### src/rtl/mmu_pkg.sv
// rtl/mmu_pkg.sv - shared state encoding and default sizes for the MMU tile sequencer
// Ports: none (package)
package mmu_pkg;

    localparam int ARRAY_SIZE_DEF = 16;
    localparam int ACT_LEN_DEF    = 16;
    localparam int ADDR_W_DEF     = 8;

    typedef logic [2:0] state_t;

    localparam state_t ST_IDLE   = 3'd0;
    localparam state_t ST_LOAD_W = 3'd1;
    localparam state_t ST_STREAM = 3'd2;
    localparam state_t ST_DRAIN  = 3'd3;
    localparam state_t ST_DONE   = 3'd4;

endpackage

### src/rtl/mmu_phase_cnt.sv
// rtl/mmu_phase_cnt.sv - beat counter shared by the weight-load and activation-stream phases
// Ports:
//   clk, rst_n   clock, async active-low reset
//   i_clr        synchronous clear (wins over i_en)
//   i_en         count one beat
//   i_last       terminal value for the current phase
//   o_cnt        current count
//   o_tc         o_cnt equals i_last
module mmu_phase_cnt #(
    parameter int ADDR_W = 8
) (
    input  logic              clk,
    input  logic              rst_n,
    input  logic              i_clr,
    input  logic              i_en,
    input  logic [ADDR_W-1:0] i_last,
    output logic [ADDR_W-1:0] o_cnt,
    output logic              o_tc
);

    logic [ADDR_W-1:0] r_cnt;

    always_ff @(posedge clk or negedge rst_n) begin
        if (!rst_n) begin
            r_cnt <= '0;
        end else if (i_clr) begin
            r_cnt <= '0;
        end else if (i_en) begin
            r_cnt <= r_cnt + ADDR_W'(1);
        end
    end

    assign o_cnt = r_cnt;
    assign o_tc  = (r_cnt == i_last);

endmodule

### src/rtl/mmu_tile_ctrl.sv
// rtl/mmu_tile_ctrl.sv - tile sequencer: weight load, activation stream, drain handshake
// Ports:
//   clk, rst_n                clock, async active-low reset
//   start_i                   tile request, taken only while ready_o=1
//   stall_i                   buffer not ready; freezes weight/activation beats
//   cnt_done_i                drain complete from the drain Counter
//   ready_o, busy_o           idle / tile in flight
//   w_load_o, w_addr_o        weight shift enable and buffer address
//   act_valid_o, act_addr_o   activation valid and buffer address
//   cnt_start_o               one-cycle start pulse to the drain Counter
//   done_o                    one-cycle tile-complete pulse
module mmu_tile_ctrl
    import mmu_pkg::*;
#(
    parameter int ARRAY_SIZE = ARRAY_SIZE_DEF,
    parameter int ACT_LEN    = ACT_LEN_DEF,
    parameter int ADDR_W     = ADDR_W_DEF
) (
    input  logic              clk,
    input  logic              rst_n,
    input  logic              start_i,
    input  logic              stall_i,
    input  logic              cnt_done_i,
    output logic              ready_o,
    output logic              w_load_o,
    output logic [ADDR_W-1:0] w_addr_o,
    output logic              act_valid_o,
    output logic [ADDR_W-1:0] act_addr_o,
    output logic              cnt_start_o,
    output logic              busy_o,
    output logic              done_o
);

    localparam logic [ADDR_W-1:0] LAST_W = ADDR_W'(ARRAY_SIZE - 1);
    localparam logic [ADDR_W-1:0] LAST_A = ADDR_W'(ACT_LEN - 1);

    // r_state names the phase whose next beat is issued at the coming edge;
    // the registered outputs therefore trail it by one cycle.
    state_t            r_state;
    state_t            w_phase;
    logic              r_cnt_fired;
    logic              r_ready;
    logic              r_busy;
    logic              r_w_load;
    logic              r_act_valid;
    logic              r_cnt_start;
    logic              r_done;
    logic [ADDR_W-1:0] r_w_addr;
    logic [ADDR_W-1:0] r_act_addr;
    logic [ADDR_W-1:0] w_cnt;
    logic [ADDR_W-1:0] w_last;
    logic              w_tc;
    logic              w_beat_phase;
    logic              w_issue;
    logic              w_clr;

    // An accepted start issues weight beat 0 on the same edge.
    always_comb begin
        w_phase = r_state;
        if (r_state == ST_IDLE && start_i) begin
            w_phase = ST_LOAD_W;
        end
    end

    assign w_beat_phase = (w_phase == ST_LOAD_W) || (w_phase == ST_STREAM);
    assign w_issue      = w_beat_phase && !stall_i;
    assign w_last       = (w_phase == ST_STREAM) ? LAST_A : LAST_W;
    assign w_clr        = !w_beat_phase || (w_issue && w_tc);

    mmu_phase_cnt #(
        .ADDR_W (ADDR_W)
    ) u_phase_cnt (
        .clk    (clk),
        .rst_n  (rst_n),
        .i_clr  (w_clr),
        .i_en   (w_issue),
        .i_last (w_last),
        .o_cnt  (w_cnt),
        .o_tc   (w_tc)
    );

    always_ff @(posedge clk or negedge rst_n) begin
        if (!rst_n) begin
            r_state     <= ST_IDLE;
            r_cnt_fired <= 1'b0;
            r_ready     <= 1'b1;
            r_busy      <= 1'b0;
            r_w_load    <= 1'b0;
            r_w_addr    <= '0;
            r_act_valid <= 1'b0;
            r_act_addr  <= '0;
            r_cnt_start <= 1'b0;
            r_done      <= 1'b0;
        end else begin
            r_w_load    <= 1'b0;
            r_act_valid <= 1'b0;
            r_cnt_start <= 1'b0;
            r_done      <= 1'b0;
            case (w_phase)
                ST_LOAD_W: begin
                    r_ready <= 1'b0;
                    r_busy  <= 1'b1;
                    if (w_issue) begin
                        r_w_load <= 1'b1;
                        r_w_addr <= w_cnt;
                    end
                    r_state <= (w_issue && w_tc) ? ST_STREAM : ST_LOAD_W;
                end
                ST_STREAM: begin
                    r_w_addr <= '0;
                    if (w_issue) begin
                        r_act_valid <= 1'b1;
                        r_act_addr  <= w_cnt;
                    end
                    r_state <= (w_issue && w_tc) ? ST_DRAIN : ST_STREAM;
                end
                ST_DRAIN: begin
                    // First DRAIN edge only fires the Counter; cnt_done_i counts
                    // from the cycle cnt_start_o is visible onward.
                    r_act_addr <= '0;
                    if (!r_cnt_fired) begin
                        r_cnt_start <= 1'b1;
                        r_cnt_fired <= 1'b1;
                    end else if (cnt_done_i) begin
                        r_done      <= 1'b1;
                        r_cnt_fired <= 1'b0;
                        r_state     <= ST_DONE;
                    end
                end
                ST_DONE: begin
                    r_ready <= 1'b1;
                    r_busy  <= 1'b0;
                    r_state <= ST_IDLE;
                end
                default: begin
                    r_ready <= 1'b1;
                    r_busy  <= 1'b0;
                    r_state <= ST_IDLE;
                end
            endcase
        end
    end

    assign ready_o     = r_ready;
    assign busy_o      = r_busy;
    assign w_load_o    = r_w_load;
    assign w_addr_o    = r_w_addr;
    assign act_valid_o = r_act_valid;
    assign act_addr_o  = r_act_addr;
    assign cnt_start_o = r_cnt_start;
    assign done_o      = r_done;

endmodule

### config.mk
export PLATFORM = sky130hd
export DESIGN_NAME = mmu_tile_ctrl
export DESIGN_NICKNAME = d
export VERILOG_FILES = /design/src/rtl/mmu_pkg.sv /design/src/rtl/mmu_phase_cnt.sv /design/src/rtl/mmu_tile_ctrl.sv
export SDC_FILE = /design/constraint.sdc
export NUM_CORES = 1
export LEC_CHECK = 0
export ABC_AREA = 1
export BUFFER_PORTS_ARGS = -buffer_cell sky130_fd_sc_hd__clkbuf_2
export CAP_MARGIN = 10
export CELL_PAD_IN_SITES_DETAIL_PLACEMENT = 0
export CELL_PAD_IN_SITES_GLOBAL_PLACEMENT = 2
export CORE_ASPECT_RATIO = 1.1
export CORE_MARGIN = 2
export CORE_UTILIZATION = 33
export CTS_BUF_LIST = sky130_fd_sc_hd__clkbuf_4 sky130_fd_sc_hd__clkbuf_8 sky130_fd_sc_hd__clkbuf_16
export DETAILED_ROUTE_END_ITERATION = 12
export HOLD_SLACK_MARGIN = 0.06
export PLACE_DENSITY = 0.85
export SYNTH_ARGS = -nofsm -noshare
export SYNTH_HDL_FRONTEND = slang
export SYNTH_SLANG_ARGS = --single-unit
### constraint.sdc
create_clock -name clk -period 1.5 [get_ports clk]
set_input_delay 0.075 -clock clk [delete_from_list [all_inputs] [get_ports clk]]
set_output_delay 0.075 -clock clk [all_outputs]
set_load 0.05 [all_outputs]
==> results.json <==
{
  "antenna_found_initial": 0,
  "status": "finished clean",
  "avgViaCountPerCell": 4.49,
  "r2r_start": "u_phase_cnt.o_cnt[0]",
  "drc": 0,
  "gr-total-overflow": 0,
  "synth_warnings": 0,
  "yosysSeqAreaShare_pct": 55.1,
  "routed_wl_um": 3320,
  "setup_viol": 0,
  "cts_root_buf": "clkbuf_8",
  "p_int_w": 0.00212,
  "finalHoldViolCount": 0,
  "regToRegSetupSlack_ps": 170,
  "start_kind": "flip-flop",
  "gp_congestion": 0.746,
  "synth_seq_cells": 34,
  "diodes": 0,
  "slew_headroom_pct": 72.2,
  "drive_above_1_share_pct": 26.5,
  "synth_top_area_cell": "dfrtp_1",
  "drv_slew": 0,
  "clk_path_buf_depth": 2,
  "rows": 26,
  "dieArea_sq_um": 5250,
  "final_cell_mix": "nand2_1 (33), dfrtp_1 (32), clkbuf_2 (26)",
  "worst_setup_path_end_kind": "flip-flop",
  "first_global_vias": 1189,
  "syn_inst": 174,
  "hpwlAfterDp_um": 2570,
  "area_growth_pct": 23.0,
  "wl_per_cell_um": 12.4,
  "grt_max_degree": 21,
  "clkSlewWorstSetupHoldPaths_ps": 70,
  "rsz0062_at_grt": "false",
  "ys_top_cells_by_area": "dfrtp_1 (53%), nand3_1 (8.1%), nand2_1 (8.0%)",
  "fin_setup_tns_ps": 0,
  "power_switching_w": 0.00182,
  "crit_type": "flip-flop to flip-flop",
  "yosysUniqueCellTypes": 23,
  "fp.dieH_um": 75.8,
  "hold_depth": 3,
  "drt_pass1_iterations": 4,
  "post-route-util_pct": 41.5,
  "r2r_end": "u_phase_cnt.o_cnt[5]",
  "coreArea_sq_um": 4590,
  "syn_area_per_cell_sq_um": 8.90,
  "start_util_pct": 33.7,
  "synth_top_cell_area_share_pct": 53.4,
  "hold_class": "input pin to flip-flop",
  "synthesis.nets": 180,
  "die_w_um": 69.3,
  "initialDrtViolationCount": 66,
  "post-route-period-util_pct": 88.5,
  "cts_sinks": 34,
  "ir_drop_mv": 0.499,
  "grt_pass1_wl_um": 5720,
  "tritoncts": "done",
  "final_common_cell": "nand2_1",
  "worstRegToRegCells": 6,
  "vias": 1200,
  "htree_num_levels": 2,
  "critPathArrivalTime_ps": 1500,
  "cts_buffers": 5,
  "max_freq_mhz": 754,
  "critPathMaxFanout": 6,
  "grt_usage_pct": 14.0,
  "maxCapViolCount": 0,
  "ios": 27,
  "p_clk_share_pct": 17.9,
  "portBuffers": 26,
  "fin_crit_ps": 1330,
  "min_to": "done_o",
  "clk_latency_ps": 280,
  "cts_setup_buffers": 0,
  "ant_nets": 0,
  "power_frac_comb_pct": 47.4,
  "worst_pin_slew_ps": 417,
  "switching_share_pct": 46.2,
  "final_nets": 216,
  "worst-endpoint-required_ps": 1680,
  "nFillCells": 466,
  "seqPwrFrac_pct": 34.7,
  "min-delay-start": "cnt_done_i",
  "power_leakage_nw": 0.984,
  "syn_area_sq_um": 1550,
  "power.density_nw_per_um2": 2070,
  "skew_ps": 4.30
}
==> cell type report <==
cell class | instances | area, sq um | area share [%]
inverter | 18 | 67.6 | 3.55
timing repair buffer | 35 | 213 | 11.2
multi-input combinational | 116 | 604 | 31.8
clock buffer | 7 | 90.1 | 4.73
clock inverter | 1 | 5.00 | 0.263
sequential | 34 | 853 | 44.8
tap | 56 | 70.1 | 3.68
==> critical path, cell delays in order (launching register included) <==
cell,delay (ps)
dfrtp_2,420
ha_4,190
nand3_1,80
nor3_1,310
nor2_4,90
nand3_1,90
nand2_1,50
==> timing repair <==
item	in CTS	in global routing
endpoints found under the hold margin	34	0
gates resized for setup	0	4
endpoints found under the setup margin	0	10
hold buffers	1	0
==> layer usage <==
layer / GRT usage, % / vias up / wire [um]
li1: - / 638 / -
met1: 17.7 / 529 / 1590
met2: 23.2 / 27 / 1560
met3: 3.44 / 6 / 113
met4: 5.88 / 0 / 56
met5: 0 / - / 0
==> synth_stat cells <==
cell type	number
nand4_1	2
dfstp_2	1
inv_1	18
o31ai_1	1
clkbuf_1	1
buf_2	3
nand3_1	25
nor2_2	2
ha_1	1
dfrtp_1	33
nand2_2	2
buf_6	2
nand2_1	33
nand2_8	1
o21ai_1	12
nand2_4	2
a21oi_1	2
nor2_4	1
nand3_2	3
xor2_1	1
o21ai_0	5
nor2_1	18
nor3_1	5
==> worst max path at each step <==
stage	start	to	depth (start not counted)
3_3_place_gp	u_phase_cnt.o_cnt[0]	u_phase_cnt.o_cnt[0]	6
5_1_grt	r_state[2]	u_phase_cnt.o_cnt[3]	7
4_1_cts	u_phase_cnt.o_cnt[0]	u_phase_cnt.o_cnt[5]	6
6_report	u_phase_cnt.o_cnt[0]	u_phase_cnt.o_cnt[5]	6
3_5_place_dp	u_phase_cnt.o_cnt[0]	u_phase_cnt.o_cnt[5]	6
2_1_floorplan	u_phase_cnt.o_cnt[1]	u_phase_cnt.o_cnt[0]	6
==> kinds of logic (layout without fill, tap and decap cells) <==
kind of cell / count (synthesis) / in the layout / share of synthesized area (%)
buffers and inverters: 24 / 61 / 7.03
and+or+nand+nor: 94 / 94 / 29.9
xor gates and xnor gates: 1 / 1 / 0.566
AOI/OAI and AO/OA: 20 / 20 / 6.63
DFF: 34 / 34 / 55.1
adders and majority gates: 1 / 1 / 0.808
==> flip-flops by register name, indices dropped and copies added (netlist names) <==
signal / flops
busy_o: 1
w_load_o: 1
u_phase_cnt.o_cnt: 8
act_addr_o: 8
r_state: 3
act_valid_o: 1
w_addr_o: 8
r_cnt_fired: 1
cnt_start_o: 1
done_o: 1
ready_o: 1
==> power groups by stage <==
| stage | registers, W | logic (W) | clock network [W] |
|---|---|---|---|
| floorplan | 0.00183 | 0.000987 | 0 |
| CTS | 0.00135 | 0.00187 | 0.000732 |
| global placement | 0.00137 | 0.00185 | 0 |
| global route | 0.00141 | 0.00207 | 0.000762 |
| finish | 0.00137 | 0.00187 | 0.000703 |
| detailed placement | 0.00137 | 0.00187 | 0 |
==> through the flow <==
step	power, W	setup WS, ps	cell area (sq um)	std cells	hold slack (ps)
after global placement	0.00322	27.2	1780	258	28.1
final	0.00394	173	1900	267	112
after floorplan	0.00281	210	1550	174	-221
after global routing	0.00424	9.55	1900	267	126
after CTS	0.00396	26.7	1880	267	94.6
after detailed placement	0.00324	36.7	1780	258	29.1
No activity file was read; power rests on OpenSTA's default activity.
